`src/rtl/led_sequencer.sv`:
```
// led_sequencer: steps a per-channel LED mask through NUM_STEPS steps with PWM dimming.
// Ports:
//   clk      - clock, rising edge
//   reset    - asynchronous active-high reset
//   button   - start request, rising edge starts a sequence from IDLE
//   stop     - level abort, wins over everything else
//   loop_en  - 1 repeats the sequence, 0 runs it once
//   pattern  - channel mask per step, step s at [s*NUM_CH +: NUM_CH]
//   duty     - PWM brightness, 0 = off, all-ones = fully on
//   led      - registered channel drive, lags state by one cycle
//   busy     - high while running
//   step_idx - current step index
//   done     - one-cycle pulse when a one-shot sequence completes
module led_sequencer #(
    parameter int NUM_CH    = 3,
    parameter int NUM_STEPS = 3,
    parameter int DWELL_MAX = 10,
    parameter int PWM_WIDTH = 4,
    localparam int SW = NUM_STEPS > 1 ? $clog2(NUM_STEPS) : 1,
    localparam int DW = DWELL_MAX > 1 ? $clog2(DWELL_MAX) : 1
) (
    input  logic                        clk,
    input  logic                        reset,
    input  logic                        button,
    input  logic                        stop,
    input  logic                        loop_en,
    input  logic [NUM_STEPS*NUM_CH-1:0] pattern,
    input  logic [PWM_WIDTH-1:0]        duty,
    output logic [NUM_CH-1:0]           led,
    output logic                        busy,
    output logic [SW-1:0]               step_idx,
    output logic                        done
);
    typedef enum logic {IDLE, RUN} state_t;

    state_t               state, state_n;
    logic [SW-1:0]        step, step_n;
    logic [DW-1:0]        dwell, dwell_n;
    logic [PWM_WIDTH-1:0] pwm_cnt, pwm_n;
    logic                 done_n, button_q, start, pwm_on, step_end, seq_end;

    assign start    = button & ~button_q;
    assign step_end = dwell == DW'(DWELL_MAX - 1);
    assign seq_end  = step_end && step == SW'(NUM_STEPS - 1);
    assign pwm_on   = (duty == '1) | (pwm_cnt < duty);
    assign busy     = state == RUN;
    assign step_idx = step;

    always_comb begin
        state_n = state;
        step_n  = step;
        dwell_n = dwell;
        pwm_n   = '0;
        done_n  = 1'b0;
        if (state == IDLE) begin
            if (start && !stop) begin
                state_n = RUN;
                step_n  = '0;
                dwell_n = '0;
            end
        end else if (stop) begin
            state_n = IDLE;
        end else begin
            pwm_n   = pwm_cnt + PWM_WIDTH'(1);
            dwell_n = step_end ? '0 : dwell + DW'(1);
            if (seq_end) begin
                step_n  = '0;
                state_n = loop_en ? RUN : IDLE;
                done_n  = !loop_en;
                // one-shot exit keeps the last step visible on step_idx
                if (!loop_en) step_n = step;
            end else if (step_end) begin
                step_n = step + SW'(1);
            end
        end
    end

    always_ff @(posedge clk or posedge reset) begin
        if (reset) begin
            state    <= IDLE;
            step     <= '0;
            dwell    <= '0;
            pwm_cnt  <= '0;
            done     <= 1'b0;
            led      <= '0;
            // held high so a button already pressed at reset release is not a start
            button_q <= 1'b1;
        end else begin
            state    <= state_n;
            step     <= step_n;
            dwell    <= dwell_n;
            pwm_cnt  <= pwm_n;
            done     <= done_n;
            led      <= state == RUN ? pattern[int'(step)*NUM_CH +: NUM_CH] & {NUM_CH{pwm_on}} : '0;
            button_q <= button;
        end
    end
endmodule

```
`config.mk`:
```
export PLATFORM = sky130hd
export DESIGN_NAME = led_sequencer
export DESIGN_NICKNAME = d
export VERILOG_FILES = /design/src/rtl/led_sequencer.sv
export SDC_FILE = /design/constraint.sdc
export NUM_CORES = 1
export LEC_CHECK = 0
export ABC_AREA = 0
export ABC_CLOCK_PERIOD_IN_PS = 1400
export CAP_MARGIN = 25
export CORE_MARGIN = 2
export CORE_UTILIZATION = 35
export DETAILED_ROUTE_END_ITERATION = 10
export SYNTH_ARGS = -nofsm -noshare
export SYNTH_HDL_FRONTEND = slang
export SYNTH_SLANG_ARGS = --single-unit
```
`constraint.sdc`:
```
create_clock -name clk -period 1.4 [get_ports clk]
set_input_delay 0.21 -clock clk [delete_from_list [all_inputs] [get_ports clk]]
set_output_delay 0.21 -clock clk [all_outputs]
set_load 0.02 [all_outputs]
```
-- After elaboration in Yosys (flattened, before gate mapping)
Cells that the tools add are included.
- $add $sub $neg: 3
- $mul: 1
- order comparisons: 1
- eq/ne operators: 6
- shift-type cells: 1
- multiplexer cells: 21
- bitwise logic cells: 4
- reductions and logical operators: 7
- operator list (cell ; number):
    2-to-1 mux 4 bit ; 6
    2-to-1 mux 2 bit ; 6
    variable part select 9 x 5 -> 3 bit ; 1
    adder 4 x 1 -> 4 bit, second input constant ; 2
    equality test 4 bit, second input constant ; 2
    2-to-1 mux 1 bit ; 8
    < comparator 4 bit ; 1
    multiplier 2 x 2 -> 4 bit, second input constant ; 1
    AND reduction 4 bit ; 1
    AND 3 bit ; 1
    2-to-1 mux 3 bit ; 1
    != test 3 x 1 -> 1 bit, second input constant ; 1
    != test 3 bit, second input constant ; 1
    adder 2 x 1 -> 2 bit, second input constant ; 1
    equality test 2 bit, second input constant ; 1
    logical AND 1 bit ; 2
    logical NOT 1 bit ; 2
    != test 2 bit, second input constant ; 1
    AND reduction 2 bit ; 1
    nonzero test 2 bit ; 1
    AND 1 bit ; 1
    NOT 1 bit ; 1
    OR 1 bit ; 1
- flip-flop bits (word level): 16
- output and inout port bits: 7
- logic and storage cells: 51

-- Logic depth before layout (Yosys ltp)
Gate-level depths: netlist of the first run.
- depth in word-level cells: 5
- gate-level depth with buffers: 6
- gate-level depth less buffers: 6

-- Least setup slack after synthesis of the first run
No wires, ideal clock.
- path kind: register to register
- from: register pwm_cnt[2]
- to: register led[0]
- arrival time: 1.159 ns
- required time: 1.281 ns
- slack: 0.122 ns
- cell stages (with the launch flop): 6
- clock period less this slack: 1.278 ns
- path through: dfrtp_1 ha_1 o211ai_1 o2111ai_1 o21ai_0 and2_1
- cells in the longest elaborated chain, start to end: 4
- RTL lines (element ; RTL line ; text):
    from (decl) ; 39 ; logic [PWM_WIDTH-1:0] pwm_cnt, pwm_n;
    from (signal assigned) ; 92 ; pwm_cnt <= pwm_n;
    < comparator 4 bit ; 45 ; assign pwm_on = (duty == '1) | (pwm_cnt < duty);
    OR 1 bit ; 45 ;
    AND 3 bit ; 94 ; led <= state == RUN ? pattern[int'(step)*NUM_CH +: NUM_CH] & {NUM_CH{pwm_on}} : '0;
    2-to-1 mux 3 bit ; 94 ;
    to (signal assigned) ; 94 ;
    to (decl) ; 29 ; output logic [NUM_CH-1:0] led,
No other way between the ends.
A chain may end at the register's enable or synchronous reset.

-- Worst setup path after layout of the first run
- from: input port duty[2]
- to: register led[2]
- cells in the longest elaborated chain, start to end: 4
- RTL lines (element ; RTL line ; text):
    from (decl) ; 28 ; input logic [PWM_WIDTH-1:0] duty,
    < comparator 4 bit or equality test 4 bit (tied branches) ; 45 ;
    OR 1 bit * ; 45 ;
    AND 3 bit * ; 94 ;
    2-to-1 mux 3 bit * ; 94 ;
Every way passes the cells marked *; elsewhere a longest branch is shown, timed or not.

==> impl_summary.log, run 1 <==
INFO  metric outcome = finished clean
INFO  metric slew_headroom = 0.804
INFO  metric first_pass_grt_wire_length = 2930 um
INFO  metric p_seq_frac = 0.512
INFO  metric top_library_cells_by_usage_in_the_layout_fill_and_taps_aside = 15 x sky130_fd_sc_hd__dfrtp_1, 15 x sky130_fd_sc_hd__clkdlybuf4s50_1, 12 x sky130_fd_sc_hd__buf_4
INFO  metric synthesis.yosys.warnings = 0
INFO  metric wp_data_arrival = 1.53 ns
INFO  metric gr-total-overflow = 0
INFO  metric timing_worst_slew_pin_value = 0.293 ns
INFO  metric timing.critical_path.fanout_max = 3
INFO  metric p_total = 0.00100 W
INFO  metric worstSetupStartpointType = primary input
INFO  metric switching_share = 0.248
INFO  metric remaining_drc_errors = 0
INFO  metric p_leak = 0.645 nW
INFO  metric dp_hpwl = 1410 um
INFO  metric cts_tree = done
INFO  metric htree_num_levels = 1
INFO  metric netlist-cell-type-count = 32
INFO  metric place.port_buffers = 24
INFO  metric timing.final.setup_violations = 0
INFO  metric fin_crit_sh = 0.964
INFO  metric finalHoldViolations = 0
INFO  metric drtIter0Drc = 11
INFO  metric clock-skew-final = 0.00306 ns
INFO  metric floorplan.initialDensity = 0.364
INFO  metric worstRegToRegCells = 5
INFO  metric io_pins = 25
INFO  metric synth_fp_nets = 111
INFO  metric holdWs = around 0.21 ns
INFO  metric combPwrFrac = 0.186
INFO  metric grt_usage = 0.139
INFO  metric clock_tree.buffer_depth = 2
INFO  metric power.clock.fraction = 0.303
INFO  metric floorplan.core_area = about 2400 sq um
INFO  metric fp.dieW = 54.3 um
INFO  metric antenna_violating_nets_post_route = 0
INFO  metric maxCapViolCount = 0
INFO  metric gp_congestion = ~0.76
INFO  metric via_count_of_the_first_global_routing_pass = 705
INFO  metric drt-vias-per-instance = slightly below 5
INFO  metric root_buffer = sky130_fd_sc_hd__clkbuf_4
INFO  metric clock_sinks = 16
INFO  metric iteration_count_of_the_initial_detailed_routing_pass = 4
INFO  metric tns = 0 ns
INFO  metric netSwitchingPower = 0.000248 W
INFO  metric cell_internal_pwr = approximately 0.00075 W
INFO  metric proportion_of_layout_cells_with_a_drive_suffix_above_1 = 0.218
INFO  metric r2r_setup_slack = 0.08 ns
INFO  metric post-place-cells = ~150
INFO  metric cts_inserted_buffers = 3
INFO  metric number_of_nets_in_the_finished_design = 149
INFO  metric critical_path_required = approximately 1.6 ns
INFO  metric areaGrowthSynthToFinish = 45.5%
INFO  metric setup.worst_path.class = primary input to flip-flop
INFO  metric yosysSeqAreaShare = 0.453
INFO  metric r2r-end = led[2]
INFO  metric die_footprint = 2950 sq um
INFO  metric timing.hold.worst.class = primary input to asynchronous set/reset pin
INFO  metric gate_count_of_the_mapped_netlist = 87
INFO  metric layout.cells.non_filler = 154
INFO  metric worst_skew_pair.late_latency = 0.28 ns
INFO  metric timing_max_transition_violations_final = 0
INFO  metric synthesis.area = 886 sq um
INFO  metric fin_crit = 1.35 ns
INFO  metric ir_worst_vdd = 0.000519 V
INFO  metric worstReg2RegStart = pwm_cnt[2]
INFO  metric count_of_vias_placed_by_the_detailed_router = 746
INFO  metric final_critical_path_setup_slack = 0.0501 ns
INFO  metric syn_avg_cell_area = 10.2 sq um
INFO  metric postCtsHoldBufs = 0
INFO  metric number_of_antenna_violations_at_the_first_check_in_global_routing = 0
INFO  metric largest_net_degree_at_the_start_of_global_routing = 10
INFO  metric clk_pin_slew_worst_paths = 0.10 ns
INFO  metric average_wire_length_per_cell_after_detail_routing = ~12 um
INFO  metric vertical_die_dimension = 54.3 um
INFO  metric endpoint_kind = flip-flop
INFO  metric dp_worst_setup_slack = -0.304 ns
INFO  metric max_freq = around 740 MHz
INFO  metric ys_seq_elements = 16
INFO  metric antenna_diode_count = 0
INFO  metric core.rowCount = 18
INFO  metric finalWirelength = between 1500 and 2000 um
INFO  metric powerDensity = 778 nW/um^2
-- power groups by stage --
stage          Clock (W)  Sequential, W  Combinational, W
6_report        0.000303       0.000513          0.000186
2_1_floorplan          0       0.000524         0.0000859
4_1_cts         0.000318       0.000513          0.000181
5_1_grt         0.000341       0.000518          0.000207
3_3_place_gp           0       0.000520          0.000180
3_5_place_dp           0       0.000522          0.000184
-- cells by family (layout without fill, tap and decap cells) --
group                    count (synthesis)  in the layout  synth area share
AND/OR/NAND/NOR                         30             30             0.203
AO/OA/AOI/OAI                           18             18             0.147
flip-flops                              16             16             0.453
buffers and inverters                   12             49            0.0579
adder cells (fa/ha/maj)                  6              6            0.0847
multiplexers                             3              3            0.0339
XOR/XNOR                                 2              2            0.0198
-- critical path, stage by stage --
cell and delay, ns:
sky130_fd_sc_hd__clkdlybuf4s50_1 0.45, sky130_fd_sc_hd__inv_1 0.08, sky130_fd_sc_hd__ha_4 0.27, sky130_fd_sc_hd__o211ai_1 0.08, sky130_fd_sc_hd__o2111ai_1 0.19, sky130_fd_sc_hd__o21ai_1 0.11
sky130_fd_sc_hd__and2_1 0.15
-- layout make-up --
class	instances	area, sq um
Fill cell	223	1140
Multi-Input combinational cell	59	453
Sequential cell	16	402
Timing Repair Buffer	36	327
Tap cell	30	37.5
Clock buffer	4	36.3
Inverter	9	33.8
-- routing by layer --
metal,part of all wire,routed length [um],vias to the layer above,GRT usage
li1,-,-,377,-
met1,0.43,801,347,0.161
met2,0.50,918,20,0.251
met3,0.063,116,2,0.0301
met4,0.0076,14,0,0.0500
met5,0,0,-,0
-- registers in the layout (all words and copies together), names as in the netlist --
signal    count
busy          1
done          1
step_idx      2
pwm_cnt       4
button_q      1
led           3
dwell         4
-- synthesized netlist by cell type --
cell type                   instances  share of area
sky130_fd_sc_hd__dfstp_2            1          0.030
sky130_fd_sc_hd__o31ai_1            1         0.0085
sky130_fd_sc_hd__inv_1              9          0.038
sky130_fd_sc_hd__and3_2             1         0.0085
sky130_fd_sc_hd__nand3_1            4          0.023
sky130_fd_sc_hd__o211ai_1           1         0.0085
sky130_fd_sc_hd__o311ai_2           1          0.018
sky130_fd_sc_hd__nand2_1            7          0.030
sky130_fd_sc_hd__nand3b_4           1          0.023
sky130_fd_sc_hd__a41oi_1            1         0.0099
sky130_fd_sc_hd__xnor2_1            1         0.0099
sky130_fd_sc_hd__nand2b_4           1          0.016
sky130_fd_sc_hd__o2111ai_1          1         0.0099
sky130_fd_sc_hd__and2_4             1         0.0099
sky130_fd_sc_hd__nor2b_1            2          0.014
sky130_fd_sc_hd__nand2b_1           1         0.0071
sky130_fd_sc_hd__ha_1               6          0.085
sky130_fd_sc_hd__dfrtp_1           15           0.42
sky130_fd_sc_hd__o21a_1             1         0.0085
sky130_fd_sc_hd__o41ai_1            2          0.020
sky130_fd_sc_hd__buf_4              1         0.0085
sky130_fd_sc_hd__clkbuf_2           1         0.0056
sky130_fd_sc_hd__and3b_2            1          0.011
sky130_fd_sc_hd__mux2i_1            3          0.034
sky130_fd_sc_hd__o21ai_0            9          0.051
sky130_fd_sc_hd__xor2_1             1         0.0099
sky130_fd_sc_hd__nor3b_1            1         0.0085
sky130_fd_sc_hd__nor2_1             6          0.025
sky130_fd_sc_hd__o21bai_2           1          0.013
sky130_fd_sc_hd__and2_1             3          0.021
sky130_fd_sc_hd__nand4_1            1         0.0071
sky130_fd_sc_hd__buf_2              1         0.0056
-- through the flow --
step                utilization  cell area [sq um]
CTS                       0.507               1230
finish                    0.530               1290
detailed placement        0.496               1210
floorplan                     -                886
global route              0.530               1290
global placement          0.496               1210
-- repair_timing --
action / CTS / global route
endpoints found under the setup margin: 9 / 7
gates resized for setup: 8 / 6
pin swaps: 0 / 2
buffers inserted: 0 / 4
-- how the worst max path moves through the flow --
| stage | start | to | depth (start not counted) |
|---|---|---|---|
| 2_1_floorplan | pwm_cnt[2] | led[0] | 5 |
| 3_3_place_gp | duty[3] | led[1] | 7 |
| 3_5_place_dp | duty[3] | led[2] | 7 |
| 4_1_cts | duty[3] | led[2] | 7 |
| 5_1_grt | pwm_cnt[2] | led[1] | 5 |
| 6_report | duty[2] | led[2] | 7 |
Power figures use the tool's default switching activity.
==> run 2: changes to the inputs <==
--- a/config.mk
+++ b/config.mk
@@ -6,8 +6,7 @@
 export NUM_CORES = 1
 export LEC_CHECK = 0
 export ABC_AREA = 0
-export ABC_CLOCK_PERIOD_IN_PS = 1400
-export CAP_MARGIN = 25
+export ABC_CLOCK_PERIOD_IN_PS = 1300
 export CORE_MARGIN = 2
 export CORE_UTILIZATION = 35
 export DETAILED_ROUTE_END_ITERATION = 10
==> constraint.sdc (replaced) <==
create_clock -name clk -period 1.3 [get_ports clk]
set_input_delay 0.195 -clock clk [delete_from_list [all_inputs] [get_ports clk]]
set_output_delay 0.195 -clock clk [all_outputs]
set_load 0.02 [all_outputs]
==> impl_summary.log, run 2 (synthesized netlist as in run 1, its figures left out) <==
INFO  metric outcome = finished with violations
INFO  metric failed_checks = setup timing
INFO  metric cpLargestDelayFamily = flip-flops
INFO  metric slew_headroom = 0.796
INFO  metric dp_worst_setup_slack = -0.431 ns
INFO  metric timing.hold.worst.class = primary input to asynchronous set/reset pin
INFO  metric antenna_violating_nets_post_route = 0
INFO  metric count_of_vias_placed_by_the_detailed_router = 748
INFO  metric crit_path_max_incr_delay = 0.42 ns
INFO  metric switching_share = 0.260
INFO  metric fin_crit = 1.33 ns
INFO  metric worstSetupStartpointType = flip-flop
INFO  metric clock-skew-final = 0.00606 ns
INFO  metric areaGrowthSynthToFinish = 47.6%
INFO  metric drt-vias-per-instance = 4.79
INFO  metric proportion_of_layout_cells_with_a_drive_suffix_above_1 = 0.246
INFO  metric final_critical_path_setup_slack = -0.0258 ns
INFO  metric fin_area = 1310 sq um
INFO  metric number_of_antenna_violations_at_the_first_check_in_global_routing = 0
INFO  metric p_leak = 0.636 nW
INFO  metric floorplan.core_area = 2430 sq um
INFO  metric finalWirelength = 1940 um
INFO  metric max_freq = between 700 and 800 MHz
INFO  metric via_count_of_the_first_global_routing_pass = 760
INFO  metric postCtsHoldBufs = 0
INFO  metric clock_tree.buffer_depth = 2
INFO  metric floorplan.initialDensity = 0.364
INFO  metric gp_congestion = 0.789
INFO  metric maxCapViolCount = 0
INFO  metric filler_cell_count = 247
INFO  metric dr_wl_met3 = 128 um
INFO  metric top_library_cells_by_usage_in_the_layout_fill_and_taps_aside = 15 x sky130_fd_sc_hd__dfrtp_1, 14 x sky130_fd_sc_hd__clkdlybuf4s50_1, 14 x sky130_fd_sc_hd__buf_4
INFO  metric gr-total-overflow = 0
INFO  metric number_of_nets_in_the_finished_design = 151
INFO  metric worst_skew_pair.late_latency = 0.28 ns
INFO  metric p_total = 0.00104 W
INFO  metric setup.worst_path.class = flip-flop to flip-flop
INFO  metric first_pass_grt_wire_length = 3040 um
INFO  metric vertical_die_dimension = 54.3 um
INFO  metric p_seq_frac = 0.529
INFO  metric drtIter0Drc = 14
INFO  metric die_footprint = 2950 sq um
INFO  metric timing_max_transition_violations_final = 0
INFO  metric combPwrFrac = 0.208
INFO  metric critical-path-slowest-cell = sky130_fd_sc_hd__dfrtp_1
INFO  metric crit_path_cell_trace = ha_4 -> o211ai_1 -> o2111ai_1 -> o21ai_1 -> and2_1
INFO  metric iteration_count_of_the_initial_detailed_routing_pass = 4
INFO  metric remaining_drc_errors = 0
INFO  metric worstRegToRegCells = 5
INFO  metric endpoint_kind = flip-flop
INFO  metric fin_crit_sh = 1.02
INFO  metric timing.critical_path.fanout_max = 3
INFO  metric cell_internal_pwr = 0.000772 W
INFO  metric wp_data_arrival = 1.50 ns
INFO  metric largest_net_degree_at_the_start_of_global_routing = 12
INFO  metric fp.dieW = ~54 um
INFO  metric reg_top3 = dwell: 4 flops, pwm_cnt: 4 flops, led: 3 flops
INFO  metric critical_path_required = 1.48 ns
INFO  metric timing.final.setup_violations = 3
INFO  metric worst-path-stages = 5
INFO  metric grt_setup_unrepaired = true
INFO  metric grt_usage = 0.143
INFO  metric mostFrequentLayoutCell = sky130_fd_sc_hd__dfrtp_1
INFO  metric timing_worst_slew_pin_value = 0.303 ns
INFO  metric netSwitchingPower = 0.000272 W
INFO  metric tns = -0.0756 ns
INFO  metric dr_wl_met2 = 995 um
INFO  metric root_buffer = sky130_fd_sc_hd__clkbuf_4
INFO  metric cts_inserted_buffers = 3
INFO  metric place_area = 1240 sq um
INFO  metric top_layer = met3
INFO  metric power.clock.fraction = 0.263
INFO  metric place.port_buffers = 24
INFO  metric io_pins = 25
INFO  metric powerDensity = 798 nW/um^2
INFO  metric core.rowCount = 18
INFO  metric htree_num_levels = 1
INFO  metric cts_tree = done
INFO  metric critical_path_buf_inv_count = 0
INFO  metric average_wire_length_per_cell_after_detail_routing = 12.4 um
INFO  metric finalHoldViolations = 0
INFO  metric dp_hpwl = ~1500 um
INFO  metric antenna_diode_count = 0
INFO  metric drt-met1-wl = 816 um
INFO  metric ir_worst_vdd = ~0.00055 V
INFO  metric clk_pin_slew_worst_paths = 0.10 ns
INFO  metric clock_sinks = 16
## run 2: final cells by class
cell class | instances | area [sq um] | share of cell area
Clock buffer | 4 | 26.3 | 0.0201
Inverter | 9 | 33.8 | 0.0258
Multi-Input combinational cell | 59 | 474 | 0.363
Sequential cell | 16 | 402 | 0.307
Tap cell | 30 | 37.5 | 0.0287
Timing Repair Buffer | 38 | 334 | 0.256
## run 2: worst register-to-register path, delay by kind of cell, from the launching register on
family	cells	cell delay [ns]
compound gates	3	0.38
fa+ha+maj	1	0.28
flops	1	0.42
simple gates	1	0.15
## run 2: power groups by stage
stage	Sequential (W)	Combinational [W]	Clock, W
floorplan	0.000564	0.0000925	0
global placement	0.000557	0.000209	0
detailed placement	0.000558	0.000213	0
CTS	0.000548	0.000210	0.000289
global route	0.000556	0.000240	0.000308
finish	0.000552	0.000217	0.000275
## run 2: path summary, 6_finish.rpt
check,from,to,slack [ns]
setup reg to reg,pwm_cnt[3],led[0],-0.03
min in group clk,button,button_q,0.33
max in group asynchronous,reset,led[1],0.76
hold / removal,reset,dwell[2],0.11
hold reg to reg,pwm_cnt[0],pwm_cnt[0],0.54
setup / recovery,pwm_cnt[3],led[0],-0.03
## run 2: metrics by stage
stage / util / std cells / hold slack (ns)
finish: 0.538 / 156 / 0.109
global route: 0.538 / 156 / 0.112
CTS: 0.526 / 156 / 0.106
detailed placement: 0.511 / 151 / 0.425
global placement: 0.511 / 151 / 0.429
floorplan: - / 87 / 0.108
## run 2: routing by layer
metal,track usage,vias up
li1,-,377
met1,0.147,351
met2,0.275,20
met3,0.0328,0
met4,0.0583,0
met5,0,-
## run 2: repair_timing
action,CTS,global route
pin swaps,2,0
endpoints found under the setup margin,12,7
setup buffers,1,0
gates resized for setup,15,7
==> run 3: changes to the inputs <==
--- a/config.mk
+++ b/config.mk
@@ -7,9 +7,9 @@
 export LEC_CHECK = 0
 export ABC_AREA = 0
 export ABC_CLOCK_PERIOD_IN_PS = 1300
-export CORE_MARGIN = 2
 export CORE_UTILIZATION = 35
 export DETAILED_ROUTE_END_ITERATION = 10
+export SLEW_MARGIN = 25
 export SYNTH_ARGS = -nofsm -noshare
 export SYNTH_HDL_FRONTEND = slang
 export SYNTH_SLANG_ARGS = --single-unit
==> impl_summary.log, run 3 (synthesized netlist as in run 1, its figures left out) <==
INFO  metric io_pins = 25
INFO  metric maxCapViolCount = 0
INFO  metric fp.dieW = ~52 um
INFO  metric fin_crit_sh = 1.02
INFO  metric cpLargestDelayFamily = flip-flops
INFO  metric cts_tree = done
INFO  metric clk_pin_slew_worst_paths = 0.10 ns
INFO  metric drtIter0Drc = 9
INFO  metric antenna_violating_nets_post_route = 0
INFO  metric crit_path_cell_trace = ha_4 -> o211ai_1 -> o2111ai_1 -> o21ai_1 -> and2_1
INFO  metric wp_data_arrival = 1.52 ns
INFO  metric endpoint_kind = flip-flop
INFO  metric finalHoldViolations = 0
INFO  metric dp_hpwl = 1480 um
INFO  metric vertical_die_dimension = 52.3 um
INFO  metric clock-skew-final = between 0.008 and 0.009 ns
INFO  metric final_critical_path_setup_slack = -0.0248 ns
INFO  metric number_of_antenna_violations_at_the_first_check_in_global_routing = 0
INFO  metric worstSetupStartpointType = flip-flop
INFO  metric tns = -0.0562 ns
INFO  metric clock_tree.buffer_depth = 2
INFO  metric timing.hold.worst.class = primary input to asynchronous set/reset pin
INFO  metric max_freq = roughly 750 MHz
INFO  metric drt-vias-per-instance = around 5.0
INFO  metric post-place-cells = 148
INFO  metric layout.cells.non_filler = 153
INFO  metric areaGrowthSynthToFinish = 50.0%
INFO  metric grt_setup_unrepaired = true
INFO  metric mostFrequentLayoutCell = sky130_fd_sc_hd__clkdlybuf4s50_1
INFO  metric gr-total-overflow = 0
INFO  metric iteration_count_of_the_initial_detailed_routing_pass = 4
INFO  metric critical_path_required = 1.50 ns
INFO  metric critical-path-slowest-cell = sky130_fd_sc_hd__dfrtp_1
INFO  metric outcome = finished with violations
INFO  metric floorplan.core_area = 2300 sq um
INFO  metric finalWirelength = ~2000 um
INFO  metric worst_skew_pair.late_latency = roughly 0.29 ns
INFO  metric critical_path_buf_inv_count = 0
INFO  metric average_wire_length_per_cell_after_detail_routing = 12.8 um
INFO  metric place.port_buffers = 24
INFO  metric count_of_vias_placed_by_the_detailed_router = ~770
INFO  metric root_buffer = sky130_fd_sc_hd__clkbuf_4
INFO  metric floorplan.initialDensity = 0.386
INFO  metric ir_worst_vdd = 0.000514 V
INFO  metric fin_crit = 1.32 ns
INFO  metric top_library_cells_by_usage_in_the_layout_fill_and_taps_aside = 15 x sky130_fd_sc_hd__clkdlybuf4s50_1, 14 x sky130_fd_sc_hd__dfrtp_1, 12 x sky130_fd_sc_hd__buf_4
INFO  metric first_pass_grt_wire_length = 3140 um
INFO  metric clock_sinks = 16
INFO  metric failed_checks = setup timing
INFO  metric die_footprint = ~2700 sq um
INFO  metric slew_headroom = 0.811
INFO  metric final_core_utilization = 0.578
INFO  metric timing.critical_path.fanout_max = 3
INFO  metric grt_usage = 0.163
INFO  metric core.rowCount = 17
INFO  metric largest_net_degree_at_the_start_of_global_routing = 12
INFO  metric timing_worst_slew_pin_value = between 0.2 and 0.3 ns
INFO  metric antenna_diode_count = 0
INFO  metric htree_num_levels = 1
INFO  metric number_of_nets_in_the_finished_design = 150
INFO  metric gp_congestion = 0.769
INFO  metric postCtsHoldBufs = 0
INFO  metric cts_inserted_buffers = 3
INFO  metric via_count_of_the_first_global_routing_pass = 724
INFO  metric proportion_of_layout_cells_with_a_drive_suffix_above_1 = 0.256
INFO  metric setup.worst_path.class = flip-flop to flip-flop
INFO  metric remaining_drc_errors = 0
INFO  metric p_leak = 0.642 nW
INFO  metric timing.final.setup_violations = 3
INFO  metric timing_max_transition_violations_final = 0
INFO  metric crit_path_max_incr_delay = 0.42 ns
INFO  metric powerDensity = 798 nW/um^2
INFO  metric dp_worst_setup_slack = -0.393 ns
INFO  metric reg_top3 = dwell: 4 flops, pwm_cnt: 4 flops, led: 3 flops
[run 3: worst paths after layout]
kind,from,end,slack [ns],cells past startpoint
worst max-delay path,pwm_cnt[1],led[0],-0.02,5
worst min-delay path,reset,dwell[2],0.13,2
worst max register to register,pwm_cnt[1],led[0],-0.02,5
worst min register to register,pwm_cnt[0],pwm_cnt[0],0.53,1
max in group asynchronous,reset,busy,0.81,3
min in group clk,button,button_q,0.32,1
[run 3: cell type report]
| cell class | count | area (sq um) |
|---|---|---|
| inverter | 9 | 33.8 |
| multi-input combinational | 59 | 490 |
| sequential | 16 | 403 |
| tap | 28 | 35.0 |
| clock buffer | 4 | 26.3 |
| fill | 219 | 968 |
| timing repair buffer | 37 | 340 |
[run 3: worst reg2reg max path: stages, from the launching register on]
cell and delay (ns):
sky130_fd_sc_hd__dfrtp_1 0.42, sky130_fd_sc_hd__ha_4 0.27, sky130_fd_sc_hd__o211ai_1 0.09, sky130_fd_sc_hd__o2111ai_1 0.17, sky130_fd_sc_hd__o21ai_1 0.11, sky130_fd_sc_hd__and2_1 0.16
[run 3: through the flow]
stage / hold slack (ns) / power [W] / cell area [sq um]
after floorplan: 0.108 / 0.000657 / 886
after global placement: 0.453 / 0.000768 / 1250
after detailed placement: 0.449 / 0.000775 / 1250
after CTS: 0.135 / 0.00105 / 1270
after global routing: 0.163 / 0.00112 / 1330
final: 0.129 / 0.00106 / 1330
[run 3: per-layer routing]
layer / global-route usage / part of all wire / wire [um] / up-vias
met3: 0.0406 / 0.066 / 130 / 2
met1: 0.191 / 0.45 / 873 / 361
li1: - / - / - / 377
met4: 0.0789 / 0.0092 / 18 / 0
met2: 0.274 / 0.48 / 938 / 25
met5: 0 / 0 / 0 / -
[run 3: timing repair]
action | CTS | global route
pin swaps | 3 | 3
hold endpoints to repair | 0 | 0
gates resized for setup | 11 | 13
setup endpoints to repair | 10 | 10
setup buffers | 1 | 0
[run 3: where the power goes]
part / leakage, nW / switching (W) / internal [W] / total, W
Sequential: 0.214 / 0.0000301 / 0.000525 / 0.000555
Combinational: 0.414 / 0.0000909 / 0.000132 / 0.000223
Clock: 0.0150 / 0.000164 / 0.000119 / 0.000283
Total: 0.642 / 0.000285 / 0.000776 / 0.00106
